===== config.mk =====
export PLATFORM = sky130hd
export DESIGN_NAME = axis_frame_gen_flat
export DESIGN_NICKNAME = d
export VERILOG_FILES = /design/src/rtl/axis_frame_gen_if.sv /design/src/rtl/axis_frame_gen.sv /design/src/flat_wrapper.sv
export SDC_FILE = /design/constraint.sdc
export NUM_CORES = 1
export LEC_CHECK = 0
export ABC_AREA = 1
export BUFFER_PORTS_ARGS = -buffer_cell sky130_fd_sc_hd__buf_2
export CAP_MARGIN = 30
export CORE_MARGIN = 4
export CORE_UTILIZATION = 52
export CTS_CLUSTER_DIAMETER = 50
export DETAILED_ROUTE_END_ITERATION = 16
export PLACE_DENSITY = 0.88
export SLEW_MARGIN = 20
export SYNTH_ARGS = -nofsm -noshare
export SYNTH_HDL_FRONTEND = slang
export SYNTH_SLANG_ARGS = --single-unit

===== constraint.sdc =====
create_clock -name axis_clk -period 2.27 [get_ports axis_clk]
set_input_delay 0.454 -clock axis_clk [delete_from_list [all_inputs] [get_ports axis_clk]]
set_output_delay 0.454 -clock axis_clk [all_outputs]
set_load 0.005 [all_outputs]

===== src/rtl/axis_frame_gen_if.sv =====
// AXI4-Stream style handshake bundle used by the frame generator and its sink.
interface axis_frame_gen_if;
  logic        tvalid;
  logic [31:0] tdata;
  logic        tlast;
  logic        tready;

  modport master (
    output tvalid,
    output tdata,
    output tlast,
    input  tready
  );

  modport slave (
    input  tvalid,
    input  tdata,
    input  tlast,
    output tready
  );
endinterface


===== src/rtl/axis_frame_gen.sv =====
// Stream frame generator: emits runs of fixed-length frames (counter, fixed or PRBS-31 payload) with idle gaps.
// Optional feature macro AXIS_FRAME_GEN_PRBS_EN builds the PRBS-31 payload source for mode 2.
//
// state | meaning
// IDLE  | no run active, waiting for cfg_start
// SEND  | presenting words of the current frame
// GAP   | idle cycles between frames, tvalid low
module axis_frame_gen #(
  parameter int U_DLY = 1
) (
  input  logic                axis_clk,
  input  logic                rst_n,
  input  logic                cfg_start,
  input  logic                cfg_stop,
  input  logic [13:0]         cfg_frame_len,
  input  logic [15:0]         cfg_frame_num,
  input  logic [7:0]          cfg_gap,
  input  logic [1:0]          cfg_mode,
  input  logic [31:0]         cfg_fixed_word,
  axis_frame_gen_if.master    m_axis,
  output logic                busy,
  output logic [15:0]         frame_cnt
);

  // Output delay is a simulation-only notion; synthesized registers use zero delay.
  wire unused_u_dly = |U_DLY;

  typedef enum logic [1:0] {
    IDLE = 2'd0,
    SEND = 2'd1,
    GAP  = 2'd2
  } state_t;

  state_t      state_q, state_n;
  logic [13:0] len_q, len_n;
  logic [15:0] num_q, num_n;
  logic [7:0]  gap_q, gap_n;
  logic [1:0]  mode_q, mode_n;
  logic [31:0] fixed_q, fixed_n;
  logic [13:0] idx_q, idx_n;
  logic [15:0] fc_q, fc_n;
  logic [7:0]  gap_cnt_q, gap_cnt_n;
  logic        stop_q, stop_n;
  logic        tvalid_q, tvalid_n;
  logic [31:0] tdata_q, tdata_n;
  logic        tlast_q, tlast_n;

  logic        xfer;
  logic        load;
  logic [1:0]  ld_mode;
  logic [31:0] ld_fixed;
  logic [15:0] ld_fc;
  logic [13:0] ld_idx;
  logic [15:0] fc_inc;
  logic        run_done;

`ifdef AXIS_FRAME_GEN_PRBS_EN
  localparam logic [30:0] PRBS_SEED = 31'h7FFF_FFFF;

  logic [30:0] prbs_q, prbs_n;
  logic [30:0] prbs_src;
  logic [31:0] prbs_word;

  // Advance x^31+x^28+1 by 32 steps; first generated bit lands in word bit 31.
  function automatic logic [62:0] prbs_adv(input logic [30:0] s);
    logic [30:0] st;
    logic [31:0] w;
    logic        b;
    st = s;
    w  = '0;
    for (int i = 0; i < 32; i++) begin
      b  = st[30] ^ st[27];
      st = {st[29:0], b};
      w  = {w[30:0], b};
    end
    return {st, w};
  endfunction
`endif

  assign xfer   = tvalid_q & m_axis.tready;
  assign fc_inc = fc_q + 16'd1;

  always_comb begin
    state_n   = state_q;
    len_n     = len_q;
    num_n     = num_q;
    gap_n     = gap_q;
    mode_n    = mode_q;
    fixed_n   = fixed_q;
    idx_n     = idx_q;
    fc_n      = fc_q;
    gap_cnt_n = gap_cnt_q;
    stop_n    = stop_q;
    tvalid_n  = tvalid_q;
    tdata_n   = tdata_q;
    tlast_n   = tlast_q;
    load      = 1'b0;
    ld_fc     = fc_q;
    ld_idx    = 14'd0;
    run_done  = 1'b0;
    ld_mode   = (state_q == IDLE) ? cfg_mode : mode_q;
    ld_fixed  = (state_q == IDLE) ? cfg_fixed_word : fixed_q;

    case (state_q)
      IDLE: begin
        stop_n = 1'b0;
        if (cfg_start && (cfg_frame_len != 14'd0)) begin
          len_n    = cfg_frame_len;
          num_n    = cfg_frame_num;
          gap_n    = cfg_gap;
          mode_n   = cfg_mode;
          fixed_n  = cfg_fixed_word;
          fc_n     = 16'd0;
          idx_n    = 14'd0;
          state_n  = SEND;
          tvalid_n = 1'b1;
          tlast_n  = (cfg_frame_len == 14'd1);
          load     = 1'b1;
          ld_fc    = 16'd0;
        end
      end

      SEND: begin
        if (cfg_stop) stop_n = 1'b1;
        if (xfer) begin
          if (!tlast_q) begin
            idx_n   = idx_q + 14'd1;
            tlast_n = ((idx_q + 14'd1) == (len_q - 14'd1));
            load    = 1'b1;
            ld_idx  = idx_q + 14'd1;
          end else begin
            fc_n     = fc_inc;
            // A stop arriving with the last word still ends the run on this frame.
            run_done = ((num_q != 16'd0) && (fc_inc == num_q)) || stop_q || cfg_stop;
            if (run_done) begin
              state_n  = IDLE;
              stop_n   = 1'b0;
              tvalid_n = 1'b0;
              tlast_n  = 1'b0;
              tdata_n  = 32'd0;
            end else if (gap_q != 8'd0) begin
              state_n   = GAP;
              gap_cnt_n = gap_q;
              tvalid_n  = 1'b0;
              tlast_n   = 1'b0;
              tdata_n   = 32'd0;
            end else begin
              idx_n   = 14'd0;
              tlast_n = (len_q == 14'd1);
              load    = 1'b1;
              ld_fc   = fc_inc;
            end
          end
        end
      end

      GAP: begin
        if (cfg_stop) begin
          state_n = IDLE;
          stop_n  = 1'b0;
        end else if (gap_cnt_q == 8'd1) begin
          state_n  = SEND;
          idx_n    = 14'd0;
          tvalid_n = 1'b1;
          tlast_n  = (len_q == 14'd1);
          load     = 1'b1;
        end else begin
          gap_cnt_n = gap_cnt_q - 8'd1;
        end
      end

      default: begin
        state_n  = IDLE;
        tvalid_n = 1'b0;
        tlast_n  = 1'b0;
        tdata_n  = 32'd0;
      end
    endcase

    if (load) begin
      if (ld_mode == 2'd1) tdata_n = ld_fixed;
      else                 tdata_n = {ld_fc, 2'b00, ld_idx};
    end
  end

`ifdef AXIS_FRAME_GEN_PRBS_EN
  // Each run restarts from the seed; within a run the sequence carries across frames.
  always_comb begin
    prbs_src              = (state_q == IDLE) ? PRBS_SEED : prbs_q;
    {prbs_n, prbs_word}   = prbs_adv(prbs_src);
  end

  always_ff @(posedge axis_clk or negedge rst_n) begin
    if (!rst_n) begin
      prbs_q <= PRBS_SEED;
    end else if (load && (ld_mode == 2'd2)) begin
      prbs_q <= prbs_n;
    end
  end
`endif

  always_ff @(posedge axis_clk or negedge rst_n) begin
    if (!rst_n) begin
      state_q   <= IDLE;
      len_q     <= 14'd0;
      num_q     <= 16'd0;
      gap_q     <= 8'd0;
      mode_q    <= 2'd0;
      fixed_q   <= 32'd0;
      idx_q     <= 14'd0;
      fc_q      <= 16'd0;
      gap_cnt_q <= 8'd0;
      stop_q    <= 1'b0;
      tvalid_q  <= 1'b0;
      tdata_q   <= 32'd0;
      tlast_q   <= 1'b0;
    end else begin
      state_q   <= state_n;
      len_q     <= len_n;
      num_q     <= num_n;
      gap_q     <= gap_n;
      mode_q    <= mode_n;
      fixed_q   <= fixed_n;
      idx_q     <= idx_n;
      fc_q      <= fc_n;
      gap_cnt_q <= gap_cnt_n;
      stop_q    <= stop_n;
      tvalid_q  <= tvalid_n;
      tlast_q   <= tlast_n;
`ifdef AXIS_FRAME_GEN_PRBS_EN
      if (load && (ld_mode == 2'd2)) tdata_q <= prbs_word;
      else                           tdata_q <= tdata_n;
`else
      tdata_q   <= tdata_n;
`endif
    end
  end

  assign m_axis.tvalid = tvalid_q;
  assign m_axis.tdata  = tdata_q;
  assign m_axis.tlast  = tlast_q;
  assign busy          = (state_q != IDLE);
  assign frame_cnt     = fc_q;

endmodule


===== src/flat_wrapper.sv =====
// flat-port wrapper written by rule: the top's interface ports become plain ports
module axis_frame_gen_flat 
#(
  parameter int U_DLY = 1
)
  (axis_clk, rst_n, cfg_start, cfg_stop, cfg_frame_len, cfg_frame_num, cfg_gap, cfg_mode, cfg_fixed_word, busy, frame_cnt, m_axis_tvalid, m_axis_tdata, m_axis_tlast, m_axis_tready);
  axis_frame_gen_if m_axis_i ();
  input  logic axis_clk;
  input  logic rst_n;
  input  logic cfg_start;
  input  logic cfg_stop;
  input  logic [13:0] cfg_frame_len;
  input  logic [15:0] cfg_frame_num;
  input  logic [7:0] cfg_gap;
  input  logic [1:0] cfg_mode;
  input  logic [31:0] cfg_fixed_word;
  output logic busy;
  output logic [15:0] frame_cnt;
  output wire logic [$bits(m_axis_i.tvalid)-1:0] m_axis_tvalid;
  output wire logic [$bits(m_axis_i.tdata)-1:0] m_axis_tdata;
  output wire logic [$bits(m_axis_i.tlast)-1:0] m_axis_tlast;
  input wire logic [$bits(m_axis_i.tready)-1:0] m_axis_tready;
  assign m_axis_tvalid = m_axis_i.tvalid;
  assign m_axis_tdata = m_axis_i.tdata;
  assign m_axis_tlast = m_axis_i.tlast;
  assign m_axis_i.tready = m_axis_tready;
  axis_frame_gen #(.U_DLY(U_DLY)) u_core (.axis_clk(axis_clk), .rst_n(rst_n), .cfg_start(cfg_start), .cfg_stop(cfg_stop), .cfg_frame_len(cfg_frame_len), .cfg_frame_num(cfg_frame_num), .cfg_gap(cfg_gap), .cfg_mode(cfg_mode), .cfg_fixed_word(cfg_fixed_word), .m_axis(m_axis_i), .busy(busy), .frame_cnt(frame_cnt));
endmodule

Word-level counts from Yosys, hierarchy flattened:

Cells that the tools add are included.

* word-level logic and storage cells: 139
* register bits after elaboration: 147

* $add $sub $neg: 4
* mux-type cells: 74
* bitwise gates (word level): 1
* reductions and logical operators: 22
* eq/ne operators: 25

Operators with widths (count)
* $mux W32: 7
* $mux W14: 10
* $mux W16: 7
* $pmux W16 S2: 2
* $pmux W32 S2: 1
* $mux W8: 6
* $pmux W14 S3: 1
* $eq A14 B1 Y1 const B: 2
* $mux W1: 26
* $add A16 B1 Y16 const B: 1
* $eq A16 B16 Y1: 1
* $mux W2: 8
* $pmux W8 S2: 1
* $reduce_bool A16 Y1: 1
* $add A14 B1 Y14 const B: 1
* $eq A14 B14 Y1: 1
* $reduce_and A7 Y1: 2
* $reduce_bool A14 Y1: 1
* $sub A14 B1 Y14 const B: 1
* $pmux W1 S3: 4
* $ne A2 B1 Y1 const B: 5
* $ne A2 B2 Y1 const B: 5
* $ne A3 B1 Y1 const B: 3
* $eq A8 B1 Y1 const B: 1
* other kinds (20): 28

Longest topological paths before layout:

* depth after elaboration: 11
* mapped depth: 21

Least setup slack after synthesis:

Ideal clock, no wire load.

* path kind: flip-flop to flip-flop
* start point: register u_core.fc_q[0] (netlist: u_core.frame_cnt[0])
* end point: register u_core.tdata_q[19] (netlist: u_core.m_axis.tdata[19])
* setup slack: -0.028 ns
* library setup time: 0.118 ns
* arrival time: 2.181 ns
* cell stages (with the launch flop): 16
* cell sequence: dfrtp_1 ha_1 nand2_1 nor2_4 nand3_1 xnor3_1 nand2_1 nor2_1 nand3_2 nand3_2 nand3_4 nand4_4 inv_2 buf_6 a21boi_2 nand2_1

* longest elaborated chain between the ends: 11

Ends and longest elaborated chain
* start, declared: RTL line axis_frame_gen.sv:41 `logic [15:0] fc_q, fc_n;`
* start signal, assigned: RTL line axis_frame_gen.sv:225 `fc_q <= fc_n;`
* $add A16 B1 Y16 (*): RTL line axis_frame_gen.sv:81 `assign fc_inc = fc_q + 16'd1;`
* $eq A16 B16 Y1: RTL line axis_frame_gen.sv:134 `run_done = ((num_q != 16'd0) && (fc_inc == num_q)) || stop_q || cfg_stop;`
* $logic_and A1 B1 Y1: RTL line axis_frame_gen.sv:134
* $logic_or A1 B1 Y1 (2 in a row): RTL line axis_frame_gen.sv:134
* $mux W1 or $mux W16 (tied branches): RTL line axis_frame_gen.sv:135 `if (run_done) begin`
* $mux W1 or $mux W16 (tied branches): RTL line axis_frame_gen.sv:126 `if (!tlast_q) begin`
* $mux W1 or $mux W16 (tied branches): RTL line axis_frame_gen.sv:125 `if (xfer) begin`
* $pmux W1 S3 or $pmux W16 S2 (tied branches): RTL line axis_frame_gen.sv:104 `case (state_q)`
* $ne A4 B1 Y1 (no line) (tied with other cells)
* $reduce_and A4 Y1 (no line) or $mux W32 (tied branches)
* end signal, assigned: RTL line axis_frame_gen.sv:234 `tdata_q <= tdata_n;`
* end, declared: RTL line axis_frame_gen.sv:45 `logic [31:0] tdata_q, tdata_n;`

Every way passes the cells marked *; elsewhere a longest branch is shown, timed or not. The select of a mux whose other input is x is not followed.
A chain may end at the register's enable or synchronous reset.

Final worst setup path:

* start point: register u_core.fc_q[4] (netlist: u_core.frame_cnt[4])
* end point: register u_core.gap_cnt_q[7]

* longest elaborated chain between the ends: 7

Ends and longest elaborated chain
* $add A16 B1 Y16: RTL line axis_frame_gen.sv:81
* $eq A16 B16 Y1: RTL line axis_frame_gen.sv:134
* $logic_and A1 B1 Y1: RTL line axis_frame_gen.sv:134
* $logic_or A1 B1 Y1 (2 in a row): RTL line axis_frame_gen.sv:134
* $ne A2 B2 Y1 (no line)
* $reduce_and A7 Y1 (no line)
* end signal, assigned: RTL line axis_frame_gen.sv:226 `gap_cnt_q <= gap_cnt_n;`
* end, declared: RTL line axis_frame_gen.sv:42 `logic [7:0] gap_cnt_q, gap_cnt_n;`

Every way passes these cells.

==> impl_metrics.toml <==
[worst_setup_path]
worst-r2r-cell-count = 17
crit_buf_inv = 3
crit_chain = "nand2_2 > buf_4 > nor2_2 > buf_4 > nand2_1 > nand2_2 > nor2_1 > nor2_1 > nand3_2 > nor2_2 > nand3_2 > buf_4 > and2_4 > nand4_4 > o21ai_4 > o211ai_1 > o21ai_1"
critical_path.slowest_cell = "sky130_fd_sc_hd__dfrtp_1"
crit_fanout = 5
worst_path_dominant_cell_family = "simple AND/OR/NAND/NOR gates"
type_of_the_worst_setup_path = "reg -> reg"
crit_top_cell = "sky130_fd_sc_hd__buf_4"
timing.critical_path.from_type = "flop"
worst-path-stages = 17
cp.arrival_ns = 2.88
required_time_of_the_critical_path_ns = 2.57
critPathCaptureType = "flop"
crit_path_max_incr_delay_ns = 0.42

[logic_synthesis]
synth-seq-area-share_pct = 42.4
postSynthAreaPerCell_um2 = 7.17
synthesis.instances = 1211
synth-main-ff-cell = "sky130_fd_sc_hd__dfrtp_1"
synth-async-reset-ratio_pct = 100
mappedNetlistArea_um2 = 8680
post_synth_edffs = 0
synth_seq_cells = 147
synth.net_count = 1294
synth_warnings = 0
synth_cell_type_count = 38

[layout]
finalNetCount = 1518
drive_above_1_share_pct = 24.9
final_core_utilization_pct = 69.9
footprint_of_the_multi_input_gates_um2 = 4550
layoutNonFillerInstCount = 1664
seqCellArea_um2 = 3680
antenna_cells = 0
area.growth.synth_to_final_pct = 29.8
fill_cells = 1248
most_frequent_cells_in_the_layout = "sky130_fd_sc_hd__nand2_1 (396), sky130_fd_sc_hd__dfrtp_1 (145), sky130_fd_sc_hd__buf_2 (126)"
cell_area_after_layout_um2 = 11300
commonest_non_fill_non_tap_cell_in_the_layout = "sky130_fd_sc_hd__nand2_1"

[global_route]
grtUsageTotal_pct = 29.5
pin_count_of_the_biggest_net_entering_global_routing = 65
grt_first_pass_wirelength_um = 43500
antenna_found_initial = 0
grt-ovfl-total = 0
via_count_of_the_first_global_routing_pass = 8920

[routing]
postRouteAntennaNets = 0
drtIter0Drc = 860
firstDrtPassIters = 5
routed-via-count = 9284
wl_per_cell_um = 16.7
route.detailed.drc = 0
detail_route.wirelength_um = 27900
via_per_inst = 5.58

[floorplan]
die_area_um2 = 18800
initial_core_util_pct = 53.9
num_rows = 46
core_um2 = 16100
die_height_um = 137
floorplan.io_pins = 128
die_width_um = 137

[pwr]
power.share.clock_pct = 21.2
netSwitchingPower_mw = 6.32
maximum_vdd_ir_drop_uv = 810
p_per_area_nw_per_um2 = 1290
power_frac_seq_pct = 30.8
cell_int_power_mw = 8.23
power_leakage_nw = 5.71
switching_share_pct = 43.4
comb_power_share_pct = 47.9

[timing]
worst_relative_slew_slack_pct = 59.1
timing.final.hold_violations = 0
final_period_minus_worst_setup_slack_ns = 2.59
grt_setup_unrepaired = "yes"
period_share_pct = 114
timing_max_transition_violations_final = 0
report.final.setup_viol = 58
worst_clock_skew_ns = 0.00639
worst-slew-pin-transition_ns = 0.613
finalHoldWorstSlack_ns = 0.219
fin_ws_ns = -0.318
max_freq_mhz = 386

[clock_tree]
cts_sinks = 147
cts-root-buf = "sky130_fd_sc_hd__clkbuf_16"
clkTransAtPathRegs_ns = 0.06
tritoncts = "built"
cts-buffers-inserted = 17
htree_levels = 4
clock_latency_of_the_later_clocked_register_in_the_worst_skew_pair_ns = 0.43
cts.path.max_buffers = 2

[placement]
io_buffers = 127
post-dp-hpwl_um = 19600
routabilityCongestion = 0.977
dp.cells = 1611
dpl-instance-area_um2 = 10200

[run_status]
outcome = "complete, but fails checks"
failing_checks = "negative setup slack"

[hold_path]
hold_depth = 3
timing.hold.worst.class = "in -> reg"

[job]
max_cap_violations = 0
[cell usage after synthesis, types with 11 or more instances]
master	count	share of area, %
sky130_fd_sc_hd__nor2_1	95	4.1
sky130_fd_sc_hd__o22ai_1	11	0.79
sky130_fd_sc_hd__o211ai_1	13	1.1
sky130_fd_sc_hd__inv_1	125	5.4
sky130_fd_sc_hd__o21ai_0	109	6.3
sky130_fd_sc_hd__o21ai_1	17	0.98
sky130_fd_sc_hd__nand4_1	14	1.0
sky130_fd_sc_hd__dfrtp_1	147	42
sky130_fd_sc_hd__nand3_1	91	5.2
sky130_fd_sc_hd__nand2_1	411	18
sky130_fd_sc_hd__a21oi_1	28	1.6
sky130_fd_sc_hd__xor2_1	31	3.1
sky130_fd_sc_hd__clkbuf_1	29	1.3
[worst paths after layout]
check                           slack, ns               startpoint                       to
worst max-delay path                -0.32      u_core.frame_cnt[4]      u_core.gap_cnt_q[7]
worst max register to register      -0.32      u_core.frame_cnt[4]      u_core.gap_cnt_q[7]
min in group asynchronous            0.49                    rst_n          u_core.num_q[4]
worst min-delay path                 0.22        cfg_frame_num[10]         u_core.num_q[10]
worst min register to register       0.48  u_core.m_axis.tdata[29]  u_core.m_axis.tdata[29]
max in group asynchronous            1.14                    rst_n          u_core.idx_q[0]
[power groups by stage]
stage | combinational [mW] | clock (mW) | sequential (mW)
final | 6.98 | 3.09 | 4.49
after global routing | 7.71 | 3.20 | 4.57
after CTS | 6.75 | 3.09 | 4.45
after detailed placement | 6.49 | 0 | 4.45
after global placement | 6.28 | 0 | 4.43
after floorplan | 4.22 | 0 | 4.32
[worst min-delay path, delay by kind of cell]
family                 cells  cell delay (ns)
buffers and inverters      1             0.08
and+or+nand+nor            2             0.09
[stage by stage]
| stage | setup TNS (ns) | power (mW) | setup WS (ns) |
|---|---|---|---|
| 6_report | -11.21 | 14.6 | -0.318 |
| 5_1_grt | -17.06 | 15.5 | -0.419 |
| 4_1_cts | -2.61 | 14.3 | -0.144 |
| 3_5_place_dp | -9.05 | 10.9 | -0.304 |
| 3_3_place_gp | -5.41 | 10.7 | -0.202 |
| 2_1_floorplan | 0 | 8.54 | 0.0236 |
[area by class of cell]
type | count | share of cell area, %
multi-input cells | 894 | 40.4
flip-flops and latches | 147 | 32.7
repair buffers | 247 | 14.5
inverters | 128 | 4.35
clock buffers | 19 | 3.93
well taps | 216 | 2.40
clock inverters | 13 | 1.77
[metal layers]
layer	wire length, um	track usage [%]	vias up
li1	-	-	4331
met1	11100	37.3	4371
met2	13500	50.4	487
met3	2080	4.09	95
met4	1160	13.1	0
met5	0	0	-
[registers in the layout, summed over array words and instances, names as in the netlist, 2 cells and up]
name and flops:
u_core.frame_cnt 16, u_core.mode_q 2, u_core.idx_q 14, u_core.num_q 16, u_core.gap_q 8, u_core.len_q 14
u_core.fixed_q 32, u_core.m_axis.tdata 32, u_core.gap_cnt_q 8, u_core.state_q 2
[what timing repair did]
item	CTS	global route
setup buffers	17	4
gates cloned	3	0
pin swaps	14	25
resized for setup	38	27
hold buffers	1	0
endpoints found under the hold margin	30	0
endpoints found under the setup margin	57	59
[logic make-up after synthesis]
group / after synthesis / synth area share [%]
flops: 147 / 42.4
simple gates: 650 / 31.8
xor+xnor: 41 / 4.29
fa+ha+maj: 6 / 0.865
buf+inv: 173 / 8.20
compound gates: 194 / 12.4
Power figures use the tool's default switching activity.
